## src/rtl/flag_cond_unit.sv

```systemverilog
// NZCV flags register with condition-code evaluation through a one-deep valid/ready result stage.
// Optional saved-flags LIFO for interrupt entry/exit is built only when FLAG_STACK_EN is defined.
`timescale 1ns/1ps

module flag_cond_unit #(
    parameter int DEPTH = 4
) (
    input  logic       clk,
    input  logic       rst,
    input  logic [3:0] FlagsIn,
    input  logic       FlagsWe,
    input  logic [3:0] Cond,
    input  logic       CondValid,
    output logic       CondReady,
    output logic       Taken,
    output logic       TakenValid,
    input  logic       TakenReady,
    input  logic       Push,
    input  logic       Pop,
    output logic [3:0] Flags,
    output logic       StackFull,
    output logic       StackEmpty,
    output logic       StackErr
);

    typedef enum logic [3:0] {
        COND_EQ = 4'h0, COND_NE = 4'h1, COND_CS = 4'h2, COND_CC = 4'h3,
        COND_MI = 4'h4, COND_PL = 4'h5, COND_VS = 4'h6, COND_VC = 4'h7,
        COND_HI = 4'h8, COND_LS = 4'h9, COND_GE = 4'hA, COND_LT = 4'hB,
        COND_GT = 4'hC, COND_LE = 4'hD, COND_AL = 4'hE, COND_NV = 4'hF
    } cond_e;

    logic [3:0] flags_q;
    logic [3:0] flags_next;
    logic [3:0] eff_flags;
    logic       flag_n, flag_z, flag_c, flag_v;
    logic       cond_hit;
    logic       accept;

    // A same-cycle write is forwarded; a same-cycle pop is not.
    assign eff_flags = FlagsWe ? FlagsIn : flags_q;
    assign {flag_n, flag_z, flag_c, flag_v} = eff_flags;

    // NOTE: every variable written in always_comb gets a default first, so no path leaves it unassigned and no latch is inferred.
    always_comb begin
        cond_hit = 1'b0;
        case (cond_e'(Cond))
            COND_EQ: cond_hit = flag_z;
            COND_NE: cond_hit = !flag_z;
            COND_CS: cond_hit = flag_c;
            COND_CC: cond_hit = !flag_c;
            COND_MI: cond_hit = flag_n;
            COND_PL: cond_hit = !flag_n;
            COND_VS: cond_hit = flag_v;
            COND_VC: cond_hit = !flag_v;
            COND_HI: cond_hit = flag_c && !flag_z;
            COND_LS: cond_hit = !flag_c || flag_z;
            COND_GE: cond_hit = (flag_n == flag_v);
            COND_LT: cond_hit = (flag_n != flag_v);
            COND_GT: cond_hit = !flag_z && (flag_n == flag_v);
            COND_LE: cond_hit = flag_z || (flag_n != flag_v);
            COND_AL: cond_hit = 1'b1;
            COND_NV: cond_hit = 1'b0;
            default: cond_hit = 1'b0;
        endcase
    end

    assign CondReady = !TakenValid || TakenReady;
    assign accept    = CondValid && CondReady;

    // NOTE: sequential state uses non-blocking assignments so every register samples pre-edge values.
    always_ff @(posedge clk or posedge rst) begin
        if (rst) begin
            Taken      <= 1'b0;
            TakenValid <= 1'b0;
        end else if (accept) begin
            Taken      <= cond_hit;
            TakenValid <= 1'b1;
        end else if (TakenReady) begin
            TakenValid <= 1'b0;
        end
    end

`ifdef FLAG_STACK_EN
    localparam int PTR_W = $clog2(DEPTH) + 1;
    localparam int IDX_W = $clog2(DEPTH);

    logic [PTR_W-1:0] sp;
    logic [3:0]       stack_mem [DEPTH];
    logic [IDX_W-1:0] push_idx;
    logic [IDX_W-1:0] top_idx;
    logic             stack_full;
    logic             stack_empty;
    logic             push_ok;
    logic             pop_ok;
    logic             stack_bad;
    logic             err_q;

    assign stack_full  = (sp == PTR_W'(DEPTH));
    assign stack_empty = (sp == '0);
    assign push_idx    = IDX_W'(sp);
    assign top_idx     = IDX_W'(sp - 1'b1);

    // Misuse is ignored outright: no pointer movement, no flags restore.
    assign push_ok   = Push && !Pop && !stack_full;
    assign pop_ok    = Pop && !Push && !stack_empty;
    assign stack_bad = (Push && Pop) || (Push && stack_full) || (Pop && stack_empty);

    always_ff @(posedge clk or posedge rst) begin
        if (rst) begin
            sp    <= '0;
            err_q <= 1'b0;
        end else begin
            if (push_ok) begin
                sp <= sp + 1'b1;
            end else if (pop_ok) begin
                sp <= sp - 1'b1;
            end
            if (stack_bad) begin
                err_q <= 1'b1;
            end
        end
    end

    // NOTE: the stack storage is deliberately not reset; the pointer alone defines which entries are live.
    always_ff @(posedge clk) begin
        if (push_ok) begin
            stack_mem[push_idx] <= flags_q;
        end
    end

    always_comb begin
        flags_next = flags_q;
        if (pop_ok) begin
            flags_next = stack_mem[top_idx];
        end else if (FlagsWe) begin
            flags_next = FlagsIn;
        end
    end

    assign StackFull  = stack_full;
    assign StackEmpty = stack_empty;
    assign StackErr   = err_q;
`else
    logic unused_stack_ctl;

    assign unused_stack_ctl = Push ^ Pop;

    always_comb begin
        flags_next = flags_q;
        if (FlagsWe) begin
            flags_next = FlagsIn;
        end
    end

    assign StackFull  = 1'b0;
    assign StackEmpty = 1'b1;
    assign StackErr   = 1'b0;
`endif

    always_ff @(posedge clk or posedge rst) begin
        if (rst) begin
            flags_q <= 4'b0000;
        end else begin
            flags_q <= flags_next;
        end
    end

    assign Flags = flags_q;

endmodule

```

## config.mk

```make
export PLATFORM = sky130hd
export DESIGN_NAME = flag_cond_unit
export DESIGN_NICKNAME = d
export VERILOG_FILES = /design/src/rtl/flag_cond_unit.sv
export SDC_FILE = /design/constraint.sdc
export NUM_CORES = 1
export LEC_CHECK = 0
export ABC_AREA = 1
export BUFFER_PORTS_ARGS = -buffer_cell sky130_fd_sc_hd__buf_4
export CAP_MARGIN = 10
export CORE_AREA = 3 3 40 42
export DETAILED_ROUTE_END_ITERATION = 12
export DIE_AREA = 0 0 43 45
export GPL_TIMING_DRIVEN = 0
export PLACE_DENSITY = 0.68
export SLEW_MARGIN = 25
export SYNTH_ARGS = -nofsm -noshare
export SYNTH_HDL_FRONTEND = slang
export SYNTH_SLANG_ARGS = --single-unit
```

## constraint.sdc

```tcl
create_clock -name clk -period 1.3 [get_ports clk]
set_input_delay 0.065 -clock clk [delete_from_list [all_inputs] [get_ports clk]]
set_output_delay 0.065 -clock clk [all_outputs]
set_load 0.03 [all_outputs]
```

==> Word level (Yosys, flattened, before mapping) <==
Index checks and enable logic that the tools add are counted.
{ "word_totals": {"ff_bits": 6, "input_bits": 15, "elab_cells": 37} }
{ "op_classes": {"eq_ne": 17, "muxes": 4, "reduce_logical": 13} }
{ "op_table": {"columns": ["cell", "count"], "rows": [
  ["4-bit == test (second input constant)", 8],
  ["4-bit by 3-bit == test with 1-bit output (second input constant)", 4],
  ["1-bit one-hot mux with 16 select lines", 1],
  ["4-bit by 2-bit == test with 1-bit output (second input constant)", 2],
  ["1-bit logical NOT", 5],
  ["4-bit by 1-bit == test with 1-bit output (second input constant)", 1],
  ["4-bit logical NOT", 1],
  ["4-bit two-way mux", 1],
  ["1-bit logical AND", 3],
  ["1-bit logical OR", 3],
  ["1-bit two-way mux", 2],
  ["2-bit nonzero test", 1],
  ["1-bit == test", 1],
  ["1-bit inequality test", 1]
]} }

==> Depth between registers and ports, before layout <==
Gate-level depths: netlist of the first run.
{ "logic_depth": {"word_depth": 4, "mapped_depth": 13, "mapped_depth_nobuf": 13} }

==> Least setup slack after synthesis of the first run <==
No wires, ideal clock.
{ "synth_timing": {"path_kind": "register to register", "startpoint": "register flags_q[0], in the netlist Flags[0]", "endpoint": "register Taken", "t_arrival_ns": 1.158, "path_slack_ns": 0.025, "n_path_buf": 0, "stages_incl_launch_ff": 10, "setup_ns": 0.117, "cell_sequence": "dfrtp_1 inv_1 nand2_1 nand2_2 o211ai_1 nand3_1 nor2_1 nand2_1 nand2_1 nand2_1"} }
{ "synth_between": {"elab_chain_len": 4} }
{ "synth_rtl": {"columns": ["element", "line_no", "text"], "rows": [
  ["start: declaration", "33", "logic [3:0] flags_q;"],
  ["start signal: assignment", "165", "flags_q <= flags_next;"],
  ["4-bit two-way mux (*)", null, null],
  ["1-bit inequality test / 1-bit == test (equally long branches)", null, null],
  ["1-bit logical OR / 1-bit logical AND (equally long branches)", "61, 60", null],
  ["1-bit one-hot mux with 16 select lines (*)", "47", "case (cond_e'(Cond))"],
  ["end signal: assignment", "77", "Taken <= cond_hit;"],
  ["end: declaration", "15", "output logic Taken,"]
]} }
Mark *: on every way between the ends. The rest lies on a longest branch, timed or not.
A chain may end at the register's enable or synchronous reset.

==> Final worst setup path of the first run <==
Ends and elaborated chain as after synthesis.

==> results of run 1 <==
[metal layers]
metal | up-vias | wire length [um]
met5 | - | 0
met4 | 0 | 32
met3 | 4 | 92
met2 | 23 | 568
met1 | 243 | 528
li1 | 298 | -
[registers in the layout, indices dropped and copies added (netlist names)]
signal,cells
Flags,4
Taken,1
TakenValid,1
[how the worst max path moves through the flow]
stage / endpoint / cells after the start / from
after floorplan: Taken / 9 / Flags[0]
after global placement: Taken / 12 / Flags[3]
after detailed placement: Taken / 12 / Flags[3]
after CTS: Taken / 12 / Flags[3]
after global routing: Taken / 12 / Flags[0]
final: Taken / 12 / Flags[0]
[cells by family after synthesis]
group                  count (synthesis)  synth area share [%]
other                                  2                 1.508
buffers and inverters                 18                 15.83
AO/OA/AOI/OAI                          6                 7.538
flip-flops                             6                 30.15
AND/OR/NAND/NOR                       52                 44.98
[layout make-up]
class | count | share of cell area, %
buffer | 3 | 3.191
clock buffer | 3 | 3.191
inverter | 15 | 7.979
multi-input combinational | 61 | 39.01
sequential | 6 | 21.28
tap | 15 | 2.660
timing repair buffer | 21 | 22.70
[metrics by stage]
| stage | area, sq um | cells | worst slack (ps) |
|---|---|---|---|
| after global placement | 663.1 | 119 | 110.9 |
| after floorplan | 501.7 | 85 | 25.35 |
| final | 705.7 | 124 | 79.70 |
| after global routing | 705.7 | 124 | -55.43 |
| after detailed placement | 663.1 | 119 | 81.73 |
| after CTS | 695.7 | 123 | 71.93 |
[what timing repair did]
| action | CTS | global route |
|---|---|---|
| resized for setup | 0 | 1 |
| hold buffers | 1 | 0 |
| hold endpoints to repair | 6 | 0 |
| buffers inserted | 0 | 1 |
| setup endpoints to repair | 0 | 1 |
[worst min-delay path, stage by stage]
cell	delay (ps)
buf_4	80
nand2_1	50
nand2_2	80
[power by group]
part	switching [W]	internal, W
clock	0.0000646	0.000104
combinational	0.000162	0.000105
sequential	0.0000122	0.000208
total	0.000239	0.000417
[layout by cell type (no fill, tap or decap)]
cell / instances
nand2_1: 33
buf_4: 23
inv_1: 13
nand2_2: 7
dfrtp_1: 6
nand3_1: 6
nor2_1: 5
conb_1: 3
clkbuf_4: 3
o211ai_1: 2
o21ai_0: 2
inv_2: 1
nand3_2: 1
clkinv_1: 1
o22ai_1: 1
a31oi_1: 1
dlygate4sd3_1: 1
==> flow_summary.yaml, run 1 <==
worst_hold_path:
  hold_depth: 3
  hold_class: "in -> reg"
  min_to: "Flags[2]"
  min_from: "FlagsIn[2]"
final_layout:
  num-fill-cells: 129
  layout.nets: 126
  final_util_pct: 54.92
  diodes: 0
  final_layout_size_suffix_gt1_share_pct: 32.11
  area_growth_pct: 41.71
  ff_latch_area_sq_um: 150.1
  multi_input_area_sq_um: 275.3
global_route:
  grt_pass1_vias: 516
  grt_pass1_wl_um: 2028
  busiest_layer: "met2"
  met3_usage_pct: 1.195
  antenna_found_initial: 0
  track_usage_pct: 14.05
  grt_max_degree: 8
  use_met1_pct: 16.59
  met2_usage_pct: 22.75
  gr-total-overflow: 0
status:
  outcome: "complete, no violations"
yosys:
  synthCells: 84
  ys_seq_area_share_pct: 30.15
  yosys-top-cells-area: "dfrtp_1 (30%), nand2_1 (26%), inv_1 (9.8%)"
  yosysMostFrequentCell: "nand2_1"
  synth_flop_cell: "dfrtp_1"
  synth-async-reset-ratio_pct: 100.0
  yosysUniqueCellTypes: 15
  syn-cell-area_sq_um: 498.0
  syn_area_per_cell_sq_um: 5.928
  ys_ff_latch: 6
  synth.yosys.warnings: 0
  synth_edf_count: 0
  synth_common_cells: "nand2_1 (34), inv_1 (13), dfrtp_1 (6), nand2_2 (6), nand3_1 (6)"
  synth_top_area_cell: "dfrtp_1"
  synth_top_cell_area_share_pct: 30.15
worst_setup_path:
  crit_slowest_cell: "dfrtp_1"
  cp-end-kind: "register"
  start_kind: "register"
  crit_family: "simple AND/OR/NAND/NOR gates"
  path_cells: "inv_1, nand2_1, nand2_2, nand2_2, nand2_1, nand2_1, nand3_1, nand3_1, nand2_1, nand2_1, nand2_1, nand2_1"
  cp_common_cell: "nand2_1"
  r2r_cells: 12
  r2r_slack_ps: 80
  rr_startpoint: "Flags[0]"
  worstPathMaxFanout: 3
  crit_type: "reg -> reg"
  regToRegEndpoint: "Taken"
  worstPathRequired_ps: 1430
  cp.arrival_ps: 1350
  crit_buf_inv: 1
  critPathMaxStageDelay_ps: 390
clock_network:
  clock_path_buffers: 2
  cts_tree: "yes"
  cts_buffers: 3
  cts_sinks: 6
  root_buffer: "clkbuf_4"
  h-tree-depth: 1
  insertion_delay_ps: 240
  path_clk_slew_ps: 50
drt:
  dr_total_vias: 568
  viasPerCell: 4.581
  firstDrtPassIters: 4
  drc: 0
  drtAntennaViolNets: 0
  routed_wl_um: 1221
  wl_per_cell_um: 9.847
  drtIter0Drc: 12
place:
  gp_congestion: 0.8231
  port_buffers: 19
  hpwl_um: 975.4
floorplanning:
  die_w_um: 43
  io_pins: 25
  fp.dieH_um: 45
  num_rows: 13
  initial_core_util_pct: 38.75
  core-area_sq_um: 1285
  dieArea_sq_um: 1935
sta:
  setup-tns-final_ps: 0
  hold_violations: 0
  max_freq_mhz: 819.5
  setup_violations: 0
  period_share_pct: 93.87
  rsz0062_at_grt: "true"
  holdWs_ps: 75.13
  skew_ps: 0.6662
  period_needed_ps: 1220
  slew_violations: 0
power:
  p_leak_nw: 0.4371
  power_w: 0.0006561
  power_density_nw_per_um2: 929.7
  ir_worst_vdd_mv: 0.3434
run:
  drv_cap: 0
Note: power is estimated with default switching activity, not from simulation.
==> run 2, diff against run 1 <==
--- a/config.mk
+++ b/config.mk
@@ -12,7 +12,7 @@
 export DETAILED_ROUTE_END_ITERATION = 12
 export DIE_AREA = 0 0 43 45
 export GPL_TIMING_DRIVEN = 0
-export PLACE_DENSITY = 0.68
+export PLACE_DENSITY = 0.74
 export SLEW_MARGIN = 25
 export SYNTH_ARGS = -nofsm -noshare
 export SYNTH_HDL_FRONTEND = slang
==> run 2 against run 1 <==
Against the previous run: via count decreased by 2.6%; critical path type unchanged; hold slack got worse by 4.3 ps; count of clock-buffer cells in the layout unchanged; total power decreased by 0.81%; critical endpoint unchanged; critical path depth unchanged; largest cell class unchanged; first-iteration DRC count decreased by 8.3%; worst setup slack improved by 2.9 ps; clock power about the same; combinational power decreased by 2%; clock skew increased by 3.8 ps; global-route usage decreased by 2.0 points; sequential power about the same.
==> flow_summary.yaml, run 2 (same netlist as run 1, synthesis figures left out) <==
drt:
  drc: 0
  drtIter0Drc: 11
  firstDrtPassIters: 4
  viasPerCell: 4.496
  wl_per_cell_um: 9.203
  routed_wl_um: 1132
  dr_total_vias: 553
  drtAntennaViolNets: 0
final_layout:
  final_util_pct: 54.33
  final_common_cell: "nand2_1"
  largest_reg_flops: 4
  area_growth_pct: 40.20
  layout.nets: 125
  diodes: 0
  final_layout_size_suffix_gt1_share_pct: 32.41
  final_cell_mix: "nand2_1 (33), buf_4 (22), inv_1 (12)"
floorplanning:
  dieArea_sq_um: 1935
  core-area_sq_um: 1285
  initial_core_util_pct: 38.75
  die_w_um: 43
  num_rows: 13
  fp.dieH_um: 45
  io_pins: 25
status:
  outcome: "complete, no violations"
worst_setup_path:
  worstPathMaxFanout: 3
  rr_startpoint: "Flags[0]"
  start_kind: "register"
  worstPathRequired_ps: 1430
  cp-end-kind: "register"
  r2r_slack_ps: 80
  crit_start: "Flags[0]"
  cp-endpoint: "Taken"
  crit_type: "reg -> reg"
  regToRegEndpoint: "Taken"
  r2r_cells: 12
  cp.arrival_ps: 1350
clock_network:
  insertion_delay_ps: 240
  root_buffer: "clkbuf_4"
  cts_buffers: 3
  cts_tree: "yes"
  clock_path_buffers: 2
  cts_setup_buffers: 0
  path_clk_slew_ps: 50
  h-tree-depth: 1
  cts_sinks: 6
global_route:
  gr-total-overflow: 0
  grt_pass1_wl_um: 1718
  grt_max_degree: 8
  grt_pass1_vias: 454
  track_usage_pct: 12.03
  antenna_found_initial: 0
sta:
  setup-tns-final_ps: 0
  period_share_pct: 93.64
  setup_violations: 0
  hold_violations: 0
  slew_violations: 0
  rsz0062_at_grt: "true"
  skew_ps: 4.480
  max_freq_mhz: 821.4
  holdWs_ps: 70.81
  period_needed_ps: 1217
power:
  power_density_nw_per_um2: 932.1
  power_w: 0.0006508
  p_leak_nw: 0.4314
  ir_worst_vdd_mv: 0.3345
place:
  gp_congestion: 0.8543
  hpwl_um: 930.4
  port_buffers: 19
run:
  drv_cap: 0
worst_hold_path:
  hold_class: "in -> reg"
## run 2: power breakdown
part / total [W] / internal, W / switching, W
Sequential: 0.000221 / 0.000208 / 0.0000128
Combinational: 0.000261 / 0.000102 / 0.000159
Clock: 0.000169 / 0.000104 / 0.0000643
Total: 0.000651 / 0.000414 / 0.000236
## run 2: what timing repair did
action | CTS | global route
hold buffers | 1 | 0
gates resized for setup | 0 | 2
setup endpoints to repair | 0 | 1
hold endpoints to repair | 6 | 0
## run 2: how the worst min path moves through the flow
stage	startpoint	to	slack, ps	cells past startpoint
after floorplan	rst	Flags[0]	-140	1
after global placement	rst	TakenValid	-3	2
after detailed placement	rst	TakenValid	0.08	2
after CTS	FlagsIn[0]	Flags[0]	70	3
after global routing	FlagsIn[0]	Flags[0]	80	3
final	CondValid	TakenValid	70	3
## run 2: layout make-up
cell class / instances / area [sq um]
clock buffers: 3 / 22.52
multi-input cells: 61 / 275.3
fillers: 129 / 586.8
inverters: 15 / 56.30
well taps: 15 / 18.77
flip-flops and latches: 6 / 150.1
plain buffers: 3 / 22.52
repair buffers: 20 / 152.6
## run 2: through the flow
step           area [sq um]  instances  worst slack [ps]
3_3_place_gp          663.1        119             116.9
6_report              698.2        123             82.62
2_1_floorplan         501.7         85             25.35
3_5_place_dp          663.1        119             76.76
4_1_cts               695.7        123             67.42
5_1_grt               698.2        123            -75.29
## run 2: per-layer routing
layer  track usage [%]  vias up  wire length [um]
met1             14.14      239               486
met2             20.36       16               559
met5                 0        -                 0
met4             7.229        0                12
met3             2.390        2                73
li1                  -      296                 -
## run 2: critical path: stages (launching register included)
cell,delay (ps)
dfrtp_1,390
inv_1,60
nand2_1,60
nand2_2,80
nand2_2,80
nand2_1,60
nand2_1,40
nand3_1,60
nand3_1,70
nand2_1,70
nand2_1,50
nand2_1,50
nand2_1,40
